<file path="config.mk">
export PLATFORM = sky130hd
export DESIGN_NAME = pipeline_ctrl_flat
export DESIGN_NICKNAME = d
export VERILOG_FILES = /design/src/rtl/pipeline_ctrl_if.sv /design/src/rtl/pipeline_ctrl.sv /design/src/flat_wrapper.sv
export SDC_FILE = /design/constraint.sdc
export NUM_CORES = 1
export LEC_CHECK = 0
export BUFFER_PORTS_ARGS = -buffer_cell sky130_fd_sc_hd__buf_2
export CORE_MARGIN = 2
export CORE_UTILIZATION = 51
export CTS_CLUSTER_DIAMETER = 50
export DETAILED_ROUTE_END_ITERATION = 12
export PLACE_DENSITY = 0.91
export SLEW_MARGIN = 30
export SYNTH_ARGS = -nofsm -noshare
export SYNTH_HDL_FRONTEND = slang
export SYNTH_SLANG_ARGS = --single-unit
export TNS_END_PERCENT = 5
</file>
<file path="constraint.sdc">
create_clock -name clk_i -period 2.3 [get_ports clk_i]
set_input_delay 0 -clock clk_i [delete_from_list [all_inputs] [get_ports clk_i]]
set_output_delay 0 -clock clk_i [all_outputs]
set_load 0.005 [all_outputs]
</file>
<file path="src/rtl/pipeline_ctrl_if.sv">
// Hazard-control bundle between the pipeline datapath and its stall/flush sequencer.
// The master side is the sequencer; the slave side is the datapath and MDU.
interface pipeline_ctrl_if;
  logic [4:0] id_rs1_addr_i;
  logic [4:0] id_rs2_addr_i;
  logic       id_uses_rs1_i;
  logic       id_uses_rs2_i;
  logic [4:0] ex_rd_i;
  logic       ex_mem_read_i;
  logic       ex_mdu_op_i;
  logic       ex_branch_taken_i;
  logic       mdu_done_i;
  logic       dmem_req_i;
  logic       dmem_ready_i;
  logic       stall_if_o;
  logic       stall_id_o;
  logic       stall_ex_o;
  logic       flush_if_id_o;
  logic       flush_id_ex_o;
  logic       mdu_start_o;
  logic       mdu_ack_o;

  modport master (
    input  id_rs1_addr_i, id_rs2_addr_i, id_uses_rs1_i, id_uses_rs2_i,
    input  ex_rd_i, ex_mem_read_i, ex_mdu_op_i, ex_branch_taken_i,
    input  mdu_done_i, dmem_req_i, dmem_ready_i,
    output stall_if_o, stall_id_o, stall_ex_o,
    output flush_if_id_o, flush_id_ex_o, mdu_start_o, mdu_ack_o
  );

  modport slave (
    output id_rs1_addr_i, id_rs2_addr_i, id_uses_rs1_i, id_uses_rs2_i,
    output ex_rd_i, ex_mem_read_i, ex_mdu_op_i, ex_branch_taken_i,
    output mdu_done_i, dmem_req_i, dmem_ready_i,
    input  stall_if_o, stall_id_o, stall_ex_o,
    input  flush_if_id_o, flush_id_ex_o, mdu_start_o, mdu_ack_o
  );
endinterface

</file>
<file path="src/rtl/pipeline_ctrl.sv">
// Stall/flush sequencer for the 5-stage pipeline: load-use bubbles, branch redirects,
// MUL/DIV occupancy and data-memory wait states, plus a saturating stall-cycle counter.
module pipeline_ctrl #(
  parameter int CNT_W = 32
) (
  input  logic             clk_i,
  input  logic             rst_i,
  pipeline_ctrl_if.master  ctl,
  output logic [CNT_W-1:0] stall_cycles_o
);

  typedef enum logic {RUN, MDU_BUSY} state_t;

  state_t state_reg, state_next;
  logic [CNT_W-1:0] cnt_reg;

  logic mem_wait, load_use, rs1_hit, rs2_hit;
  logic stall_if, stall_id, stall_ex, flush_if_id, flush_id_ex, mdu_start, mdu_ack;

  assign mem_wait = ctl.dmem_req_i & ~ctl.dmem_ready_i;
  assign rs1_hit  = ctl.id_uses_rs1_i & (ctl.ex_rd_i == ctl.id_rs1_addr_i);
  assign rs2_hit  = ctl.id_uses_rs2_i & (ctl.ex_rd_i == ctl.id_rs2_addr_i);
  assign load_use = ctl.ex_mem_read_i & (ctl.ex_rd_i != 5'd0) & (rs1_hit | rs2_hit);

  always_ff @(posedge clk_i) begin
    if (rst_i) state_reg <= RUN;
    else       state_reg <= state_next;
  end

  // A memory wait freezes the whole sequencer, including a pending MDU accept.
  always_comb begin
    state_next = state_reg;
    if (!mem_wait) begin
      case (state_reg)
        RUN:      if (ctl.ex_mdu_op_i) state_next = MDU_BUSY;
        MDU_BUSY: if (ctl.mdu_done_i)  state_next = RUN;
        default:  state_next = RUN;
      endcase
    end
  end

  // Outputs are forced low while reset is held so nothing leaks out mid-reset.
  always_comb begin
    stall_if    = 1'b0;
    stall_id    = 1'b0;
    stall_ex    = 1'b0;
    flush_if_id = 1'b0;
    flush_id_ex = 1'b0;
    mdu_start   = 1'b0;
    mdu_ack     = 1'b0;
    if (!rst_i) begin
      if (mem_wait) begin
        stall_if = 1'b1;
        stall_id = 1'b1;
        stall_ex = 1'b1;
      end else if (state_reg == MDU_BUSY) begin
        if (ctl.mdu_done_i) begin
          mdu_ack = 1'b1;
        end else begin
          stall_if = 1'b1;
          stall_id = 1'b1;
          stall_ex = 1'b1;
        end
      end else if (ctl.ex_mdu_op_i) begin
        mdu_start = 1'b1;
        stall_if  = 1'b1;
        stall_id  = 1'b1;
        stall_ex  = 1'b1;
      end else if (ctl.ex_branch_taken_i) begin
        flush_if_id = 1'b1;
        flush_id_ex = 1'b1;
      end else if (load_use) begin
        stall_if    = 1'b1;
        flush_id_ex = 1'b1;
      end
    end
  end

  assign ctl.stall_if_o    = stall_if;
  assign ctl.stall_id_o    = stall_id;
  assign ctl.stall_ex_o    = stall_ex;
  assign ctl.flush_if_id_o = flush_if_id;
  assign ctl.flush_id_ex_o = flush_id_ex;
  assign ctl.mdu_start_o   = mdu_start;
  assign ctl.mdu_ack_o     = mdu_ack;

  always_ff @(posedge clk_i) begin
    if (rst_i)                         cnt_reg <= '0;
    else if (stall_if && cnt_reg != '1) cnt_reg <= cnt_reg + 1'b1;
  end

  assign stall_cycles_o = cnt_reg;

endmodule

</file>
<file path="src/flat_wrapper.sv">
// flat-port wrapper written by rule: the top's interface ports become plain ports
module pipeline_ctrl_flat 
#(
  parameter int CNT_W = 32
)
  (clk_i, rst_i, stall_cycles_o, ctl_id_rs1_addr_i, ctl_id_rs2_addr_i, ctl_id_uses_rs1_i, ctl_id_uses_rs2_i, ctl_ex_rd_i, ctl_ex_mem_read_i, ctl_ex_mdu_op_i, ctl_ex_branch_taken_i, ctl_mdu_done_i, ctl_dmem_req_i, ctl_dmem_ready_i, ctl_stall_if_o, ctl_stall_id_o, ctl_stall_ex_o, ctl_flush_if_id_o, ctl_flush_id_ex_o, ctl_mdu_start_o, ctl_mdu_ack_o);
  pipeline_ctrl_if ctl_i ();
  input  logic clk_i;
  input  logic rst_i;
  output logic [CNT_W-1:0] stall_cycles_o;
  input wire logic [$bits(ctl_i.id_rs1_addr_i)-1:0] ctl_id_rs1_addr_i;
  input wire logic [$bits(ctl_i.id_rs2_addr_i)-1:0] ctl_id_rs2_addr_i;
  input wire logic [$bits(ctl_i.id_uses_rs1_i)-1:0] ctl_id_uses_rs1_i;
  input wire logic [$bits(ctl_i.id_uses_rs2_i)-1:0] ctl_id_uses_rs2_i;
  input wire logic [$bits(ctl_i.ex_rd_i)-1:0] ctl_ex_rd_i;
  input wire logic [$bits(ctl_i.ex_mem_read_i)-1:0] ctl_ex_mem_read_i;
  input wire logic [$bits(ctl_i.ex_mdu_op_i)-1:0] ctl_ex_mdu_op_i;
  input wire logic [$bits(ctl_i.ex_branch_taken_i)-1:0] ctl_ex_branch_taken_i;
  input wire logic [$bits(ctl_i.mdu_done_i)-1:0] ctl_mdu_done_i;
  input wire logic [$bits(ctl_i.dmem_req_i)-1:0] ctl_dmem_req_i;
  input wire logic [$bits(ctl_i.dmem_ready_i)-1:0] ctl_dmem_ready_i;
  output wire logic [$bits(ctl_i.stall_if_o)-1:0] ctl_stall_if_o;
  output wire logic [$bits(ctl_i.stall_id_o)-1:0] ctl_stall_id_o;
  output wire logic [$bits(ctl_i.stall_ex_o)-1:0] ctl_stall_ex_o;
  output wire logic [$bits(ctl_i.flush_if_id_o)-1:0] ctl_flush_if_id_o;
  output wire logic [$bits(ctl_i.flush_id_ex_o)-1:0] ctl_flush_id_ex_o;
  output wire logic [$bits(ctl_i.mdu_start_o)-1:0] ctl_mdu_start_o;
  output wire logic [$bits(ctl_i.mdu_ack_o)-1:0] ctl_mdu_ack_o;
  assign ctl_i.id_rs1_addr_i = ctl_id_rs1_addr_i;
  assign ctl_i.id_rs2_addr_i = ctl_id_rs2_addr_i;
  assign ctl_i.id_uses_rs1_i = ctl_id_uses_rs1_i;
  assign ctl_i.id_uses_rs2_i = ctl_id_uses_rs2_i;
  assign ctl_i.ex_rd_i = ctl_ex_rd_i;
  assign ctl_i.ex_mem_read_i = ctl_ex_mem_read_i;
  assign ctl_i.ex_mdu_op_i = ctl_ex_mdu_op_i;
  assign ctl_i.ex_branch_taken_i = ctl_ex_branch_taken_i;
  assign ctl_i.mdu_done_i = ctl_mdu_done_i;
  assign ctl_i.dmem_req_i = ctl_dmem_req_i;
  assign ctl_i.dmem_ready_i = ctl_dmem_ready_i;
  assign ctl_stall_if_o = ctl_i.stall_if_o;
  assign ctl_stall_id_o = ctl_i.stall_id_o;
  assign ctl_stall_ex_o = ctl_i.stall_ex_o;
  assign ctl_flush_if_id_o = ctl_i.flush_if_id_o;
  assign ctl_flush_id_ex_o = ctl_i.flush_id_ex_o;
  assign ctl_mdu_start_o = ctl_i.mdu_start_o;
  assign ctl_mdu_ack_o = ctl_i.mdu_ack_o;
  pipeline_ctrl #(.CNT_W(CNT_W)) u_core (.clk_i(clk_i), .rst_i(rst_i), .ctl(ctl_i), .stall_cycles_o(stall_cycles_o));
endmodule
</file>
==> results of run 1 <==
[cells by family after synthesis]
group | count (synthesis)
flip-flops | 33
multiplexers | 11
buffers and inverters | 17
XOR/XNOR | 10
AND/OR/NAND/NOR | 128
adder cells (fa/ha/maj) | 1
AO/OA/AOI/OAI | 49
[worst paths after layout]
kind | startpoint | end | slack, ns | cells past startpoint
max | u_core.stall_cycles_o[0]$_SDFFE_PP0P_ | u_core.stall_cycles_o[16]$_SDFFE_PP0P_ | 0.16 | 8
max reg2reg | u_core.stall_cycles_o[0]$_SDFFE_PP0P_ | u_core.stall_cycles_o[16]$_SDFFE_PP0P_ | 0.16 | 8
min reg2reg | u_core.stall_cycles_o[5]$_SDFFE_PP0P_ | u_core.stall_cycles_o[5]$_SDFFE_PP0P_ | 0.50 | 2
min | ctl_dmem_req_i | u_core.state_reg$_SDFFE_PP0N_ | 0.03 | 3
[layer usage]
layer	routed length [um]	vias up	track usage, %
met4	72	0	9.95
met1	2150	989	26.9
met2	2460	55	39.1
met5	0	-	0
li1	-	1056	-
met3	281	7	4.17
[power by group through the flow]
stage                     clock network (mW)  registers (mW)  logic, mW
after floorplan                            0           0.598     0.0901
after global placement                     0           0.598      0.127
after detailed placement                   0           0.599      0.130
after CTS                              0.570           0.586      0.130
after global routing                   0.601           0.586      0.145
final                                  0.560           0.586      0.130
[through the flow]
stage	setup WS [ns]	util [%]
2_1_floorplan	0.335	-
3_3_place_gp	0.276	63.9
3_5_place_dp	0.201	63.9
4_1_cts	0.181	67.0
5_1_grt	0.0227	67.0
6_report	0.158	67.0
[worst reg2reg max path: cells and delay by family, from the launching register on]
kind | cells | cell delay (ns)
mux | 1 | 0.35
fa+ha+maj | 1 | 0.22
simple gates | 5 | 0.89
flops | 1 | 0.35
buf+inv | 1 | 0.20
[cell usage after synthesis, drive strengths merged]
cell     n
nor2    19
buf     12
nor4b    2
nand2   14
nand4    9
or4     17
nand2b   2
xor2     8
o31a     1
nand3   15
xnor2    2
dfxtp   33
a21oi   20
and3     9
or2      2
nor4     6
nor3    10
nand4b   1
nor3b    1
and4     1
mux2    11
or3b     1
or3      3
o21ai    6
clkbuf   4
o41ai    1
inv      1
o21a     3
o31ai   16
and2     6
a32oi    1
o21ba    1
ha       1
nor2b   10
[final cells by class]
type                       count  area (um2)  area share (%)
clock buffer                   7        86.3            3.44
clock inverter                 1        30.0            1.20
inverter                       1        3.75           0.150
multi-input combinational    199        1280            51.2
sequential                    33         661            26.3
tap                           48        60.1            2.40
timing repair buffer          72         383            15.3
==> summary.txt, run 1 <==
Global routing
  – Total gr overflow: 0
  – Vias in the first global route: 1853
  – First-pass GRT wire length: 7.87 mm
  – Initial antenna violation count: 0
  – Tot GR Track Use: 22.5%
  – Largest net degree at the start of global routing: 51

Layout
  – Fin area: 0.00251 mm2
  – P&R area growth vs syn: 22.8%
  – Largest register FFs: 32
  – Most common cell after layout, fill and taps aside: buf_2
  – Proportion of layout cells with a drive suffix above 1: 29.7%
  – Final net count: 338
  – Most frequent cells in the layout: buf_2, dfxtp_1, a21oi_1, nor2_1, or4_1
  – Non-Filler Instances: 361
  – # diodes: 0
  – Number of fill cells: 325

Timing
  – Fin crit share: 93.1%
  – Final worst hold slack: 0.0336 ns
  – Least-Margin Pin Slew: 0.490 ns
  – Final Hold Fails: 0
  – Rel. slew slack: 67.0%
  – Max-slew violations: 0
  – Clk_skew: 0.00699 ns
  – Fmax: 0.467 GHz
  – RSZ-0062 raised after global routing: false
  – Min cycle time layout: 2.14 ns
  – Final setup TNS: 0 ns
  – Final setup fails: 0

Floorplan
  – IO Count: 64
  – Core Rows: 22
  – Chip height: 67.3 um
  – Die Wd: 67.3 um
  – Die ar.: 0.00453 mm2
  – Core Region: 0.00374 mm2
  – Initial core utilization: 54.5%

Logic synthesis
  – Synth top area share: 32.4%
  – Net Count, Synth: 275
  – Synth Cell Area: 0.00204 mm2
  – Synth top area cells: dfxtp_1, or4_1, o31ai_1
  – Synthesized area per cell: 8.20 um2
  – Largest family of logic cells by synthesized area: simple AND/OR/NAND/NOR gates
  – Synth warn: 0
  – Synth Area in Compound Gates: 15.5%
  – Post-synthesis simple-gate area fraction: 36.4%
  – Post-Synthesis Cells: 249
  – Mux contribution to synthesized area: 6.07%
  – Adder-Cell Fraction of Synth Area: 0.613%
  – Xor/xnor share of the synthesized area: 4.29%
  – Post-synthesis register bit count: 33
  – Post-synthesis sequential area ratio: 32.4%
  – Synth area leader: dfxtp_1
  – Synth unique cells: 44

Worst setup path
  – CP startpoint kind: register
  – CP endpoint kind: register
  – CP Buf/Inv Count: 1
  – CP top delay family: simple AND/OR/NAND/NOR gates
  – Required time of the worst setup path: 2.47 ns
  – Crit-path cells: ha_1, and2_1, and3_1, nand4_1, nor2_2, buf_4, nor4_1, mux2_1
  – Worst path max stage delay: 0.35 ns
  – Worst path slowest cell: dfxtp_1
  – CP Data Arrival Time: 2.31 ns
  – Crit Path Class: reg -> reg
  – Critical path peak fanout: 23

Clock tree
  – Clk root buf: clkbuf_8
  – CTS tree: built
  – Clock latency at the later pin of the worst-skew pair: 0.29 ns
  – Setup Buffers After CTS: 0
  – Reg clk slew, reported paths: 0.07 ns
  – CTS HTree Levels: 2
  – Clock buffer depth: 2
  – Clock sink count: 33
  – CTS buffer count: 5
  – PostCTS Resize Cnt: 0
  – Hold-fix buffers, CTS: 0

Outcome
  – Status: finished, final reports clean

Place
  – PortBufs: 63
  – HPWL after detailed placement: 3.70 mm
  – Final GP Congestion: 0.838
  – Placed cell area: 0.00239 mm2
  – Placed cells: 353

Pwr
  – Final Power: 1.28 mW
  – PwrDens: 509 mW/mm2
  – Sequential power share: 45.9%
  – Static Leak: 1.03 nW
  – Clock power share: 43.9%
  – Maximum VDD drop: 0.408 mV
  – Gate power share: 10.2%
  – Psw: 0.292 mW
  – Total internal power: 0.985 mW
  – Switching Share: 22.9%

Drt
  – Initial DRC Count: 92
  – Vias per Instance: 5.84
  – Routed WL per cell: 13.7 um
  – Final wirelength: 4.96 mm
  – DRC viols: 0
  – Total number of vias: 2107
  – Final ANT Viol Nets: 0
  – 1st-pass router iterations: 4

Hold path
  – Worst Hold Class: in -> reg

Job
  – Max_cap viols: 0
(Power assumes the default switching activity.)
==> run 2: changes to the inputs <==
--- a/config.mk
+++ b/config.mk
@@ -6,6 +6,7 @@
 export NUM_CORES = 1
 export LEC_CHECK = 0
 export BUFFER_PORTS_ARGS = -buffer_cell sky130_fd_sc_hd__buf_2
+export CORE_ASPECT_RATIO = 0.7
 export CORE_MARGIN = 2
 export CORE_UTILIZATION = 51
 export CTS_CLUSTER_DIAMETER = 50
==> summary.txt, run 2 (synthesis gave the netlist of run 1 again) <==
Layout
  – Proportion of layout cells with a drive suffix above 1: 31.1% (+1.4 points)
  – Storage cell area: 662 um2 (+0.19%)
  – # diodes: 0 (unchanged)
  – Number of fill cells: 348 (+7.1%)
  – Footprint of the multi-input gates: 0.00129 mm2 (+0.49%)
  – Final net count: 340 (+0.59%)
  – Most frequent cells in the layout: buf_2, dfxtp_1, a21oi_1, nor2_1, or4_1
  – Largest register FFs: 32 (unchanged)
  – P&R area growth vs syn: 24.0%
  – Most common cell after layout, fill and taps aside: buf_2
  – Final Core Density: 65.4% (-1.6 points)

Worst setup path
  – Reg2Reg Launch Point: u_core.state_reg$_SDFFE_PP0N_
  – CP startpoint: u_core.state_reg$_SDFFE_PP0N_
  – CP endpoint kind: register
  – CP endpoint: u_core.stall_cycles_o[25]$_SDFFE_PP0P_
  – Worst R2R Path Depth: 6 (-2)
  – Crit Path Class: reg -> reg
  – Reg-to-reg setup timing slack: 0.20 ns (+0.04 ns)
  – Worst path max stage delay: 0.50 ns (+0.15 ns)
  – Worst path slowest cell: or4_1
  – CP Data Arrival Time: 2.34 ns (+0.03 ns)
  – Required time of the worst setup path: 2.53 ns (+0.06 ns)
  – Crit-path cells: nand2_1, or3b_4, o21a_4, buf_4, or4_1, a21oi_1
  – R2R Path End: u_core.stall_cycles_o[25]$_SDFFE_PP0P_
  – Critical path peak fanout: 29 (+26%)
  – CP startpoint kind: register

Timing
  – Final worst slack: 0.197 ns (+0.0386 ns)
  – Rel. slew slack: 79.3% (+12 points)
  – Final setup fails: 0 (unchanged)
  – Clk_skew: 0.00614 ns (-0.000853 ns)
  – Fmax: 0.475 GHz (+1.8%)
  – Least-Margin Pin Slew: 0.307 ns (-0.183 ns)
  – Max-slew violations: 0 (unchanged)
  – RSZ-0062 raised after global routing: false
  – Final setup TNS: 0 ns (unchanged)
  – Min cycle time layout: 2.10 ns (-0.0386 ns)
  – Fin crit share: 91.4% (-1.7 points)
  – Final Hold Fails: 0 (unchanged)

Clock tree
  – Hold-fix buffers, CTS: 0 (unchanged)
  – Clk root buf: clkbuf_8
  – CTS tree: built
  – CTS HTree Levels: 2 (unchanged)
  – Reg clk slew, reported paths: 0.07 ns (about the same)
  – Clock buffer depth: 2 (unchanged)
  – Clock sink count: 33 (unchanged)
  – CTS buffer count: 5 (unchanged)
  – Clock latency at the later pin of the worst-skew pair: 0.30 ns (about the same)
  – Setup Buffers After CTS: 0 (unchanged)

Pwr
  – Static Leak: 1.04 nW (+0.70%)
  – Maximum VDD drop: 0.452 mV (+11%)
  – Sequential power share: 48.0% (+2.1 points)
  – Psw: 0.312 mW (+7.0%)
  – PwrDens: 483 mW/mm2 (-5.2%)
  – Total internal power: 0.910 mW (-7.5%)
  – Gate power share: 11.6% (+1.4 points)
  – Clock power share: 40.4% (-3.5 points)
  – Switching Share: 25.5% (+2.7 points)

Global routing
  – First-pass GRT wire length: 8.53 mm (+8.3%)
  – Largest net degree at the start of global routing: 42 (-18%)
  – Vias in the first global route: 1851 (-0.11%)
  – Tot GR Track Use: 24.0% (+1.5 points)
  – Total gr overflow: 0 (unchanged)
  – Initial antenna violation count: 0 (unchanged)

Floorplan
  – IO Count: 64 (unchanged)
  – Die ar.: 0.00453 mm2 (+0.18%)
  – Core Rows: 19 (-14%)
  – Chip height: 56.9 um (-15%)
  – Die Wd: 79.6 um (+18%)
  – Core Region: 0.00387 mm2 (+3.5%)
  – Initial core utilization: 52.7% (-1.8 points)

Drt
  – Final wirelength: 5.24 mm (+5.6%)
  – Final ANT Viol Nets: 0 (unchanged)
  – Initial DRC Count: 98 (+6.5%)
  – DRC viols: 0 (unchanged)
  – 1st-pass router iterations: 4 (unchanged)
  – Vias per Instance: 5.95 (+1.9%)
  – Total number of vias: 2182 (+3.6%)
  – Routed WL per cell: 14.3 um (+3.9%)

Place
  – Pre-CTS WS: 0.189 ns (-0.0116 ns)
  – Final GP Congestion: 0.816 (-2.6%)
  – PortBufs: 63 (unchanged)
  – HPWL after detailed placement: 3.88 mm (+4.7%)

Outcome
  – Status: finished, final reports clean

Hold path
  – Worst Hold Class: in -> reg

Job
  – Max_cap viols: 0 (unchanged)
==> run 2: changes by cell type in the layout (fill, tap and decap cells not counted), sizes merged <==
cell / before / now
buf: 72 / 74
bufinv: 1 / 0
clkinv: 0 / 1
==> run 2: metrics by stage <==
| stage | instance area [um2] | instances | hold WS (ns) | power [mW] |
|---|---|---|---|---|
| finish | 2530 | 367 | 0.0324 | 1.22 |
| detailed placement | 2420 | 359 | 0.319 | 0.741 |
| global placement | 2420 | 359 | 0.306 | 0.734 |
| floorplan | 2040 | 249 | 0.110 | 0.688 |
| CTS | 2520 | 367 | 0.0237 | 1.23 |
| global route | 2530 | 367 | 0.0521 | 1.26 |
==> run 2: routing by layer <==
| metal | routed length [um] | part of all wire (%) | vias up | GRT usage [%] |
|---|---|---|---|---|
| li1 | - | - | 1070 | - |
| met1 | 2350 | 45 | 1029 | 32.7 |
| met2 | 2470 | 47 | 73 | 37.2 |
| met3 | 333 | 6.4 | 10 | 5.70 |
| met4 | 87 | 1.7 | 0 | 9.36 |
| met5 | 0 | 0 | - | 0 |
==> run 2: final cells by class <==
type                            count  share of cell area [%]
Multi-Input combinational cell    199                    50.9
Clock buffer                        7                    3.80
Inverter                            1                   0.148
Sequential cell                    33                    26.1
Tap cell                           52                    2.57
Clock inverter                      1                   0.198
Timing Repair Buffer               74                    16.2
==> run 2: worst min path at each step <==
stage	slack [ns]	cells after the start	end	startpoint
4_1_cts	0.02	3	u_core.state_reg$_SDFFE_PP0N_	ctl_dmem_req_i
3_3_place_gp	0.31	3	ctl_flush_if_id_o	ctl_ex_branch_taken_i
3_5_place_dp	0.32	3	ctl_flush_if_id_o	ctl_ex_branch_taken_i
6_report	0.03	3	u_core.state_reg$_SDFFE_PP0N_	ctl_dmem_req_i
5_1_grt	0.05	3	u_core.state_reg$_SDFFE_PP0N_	ctl_dmem_req_i
2_1_floorplan	0.11	1	ctl_flush_if_id_o	ctl_ex_branch_taken_i
==> run 2: critical path, delay by kind of cell (launching register included) <==
kind                   cells  cell delay (ns)
AOI/OAI and AO/OA          2             0.49
buffers and inverters      1             0.21
DFF                        1             0.35
and+or+nand+nor            3             0.99
==> run 2: repair_timing <==
item / 4_1_cts / 5_1_grt
resized for setup: 0 / 2
endpoints found under the hold margin: 0 / 0
endpoints found under the setup margin: 0 / 4
==> run 2: power groups by stage <==
stage	Clock [mW]	Combinational (mW)	Sequential (mW)
after floorplan	0	0.0901	0.598
after global placement	0	0.136	0.598
after detailed placement	0	0.142	0.599
after CTS	0.500	0.142	0.586
after global routing	0.519	0.157	0.587
final	0.494	0.142	0.587
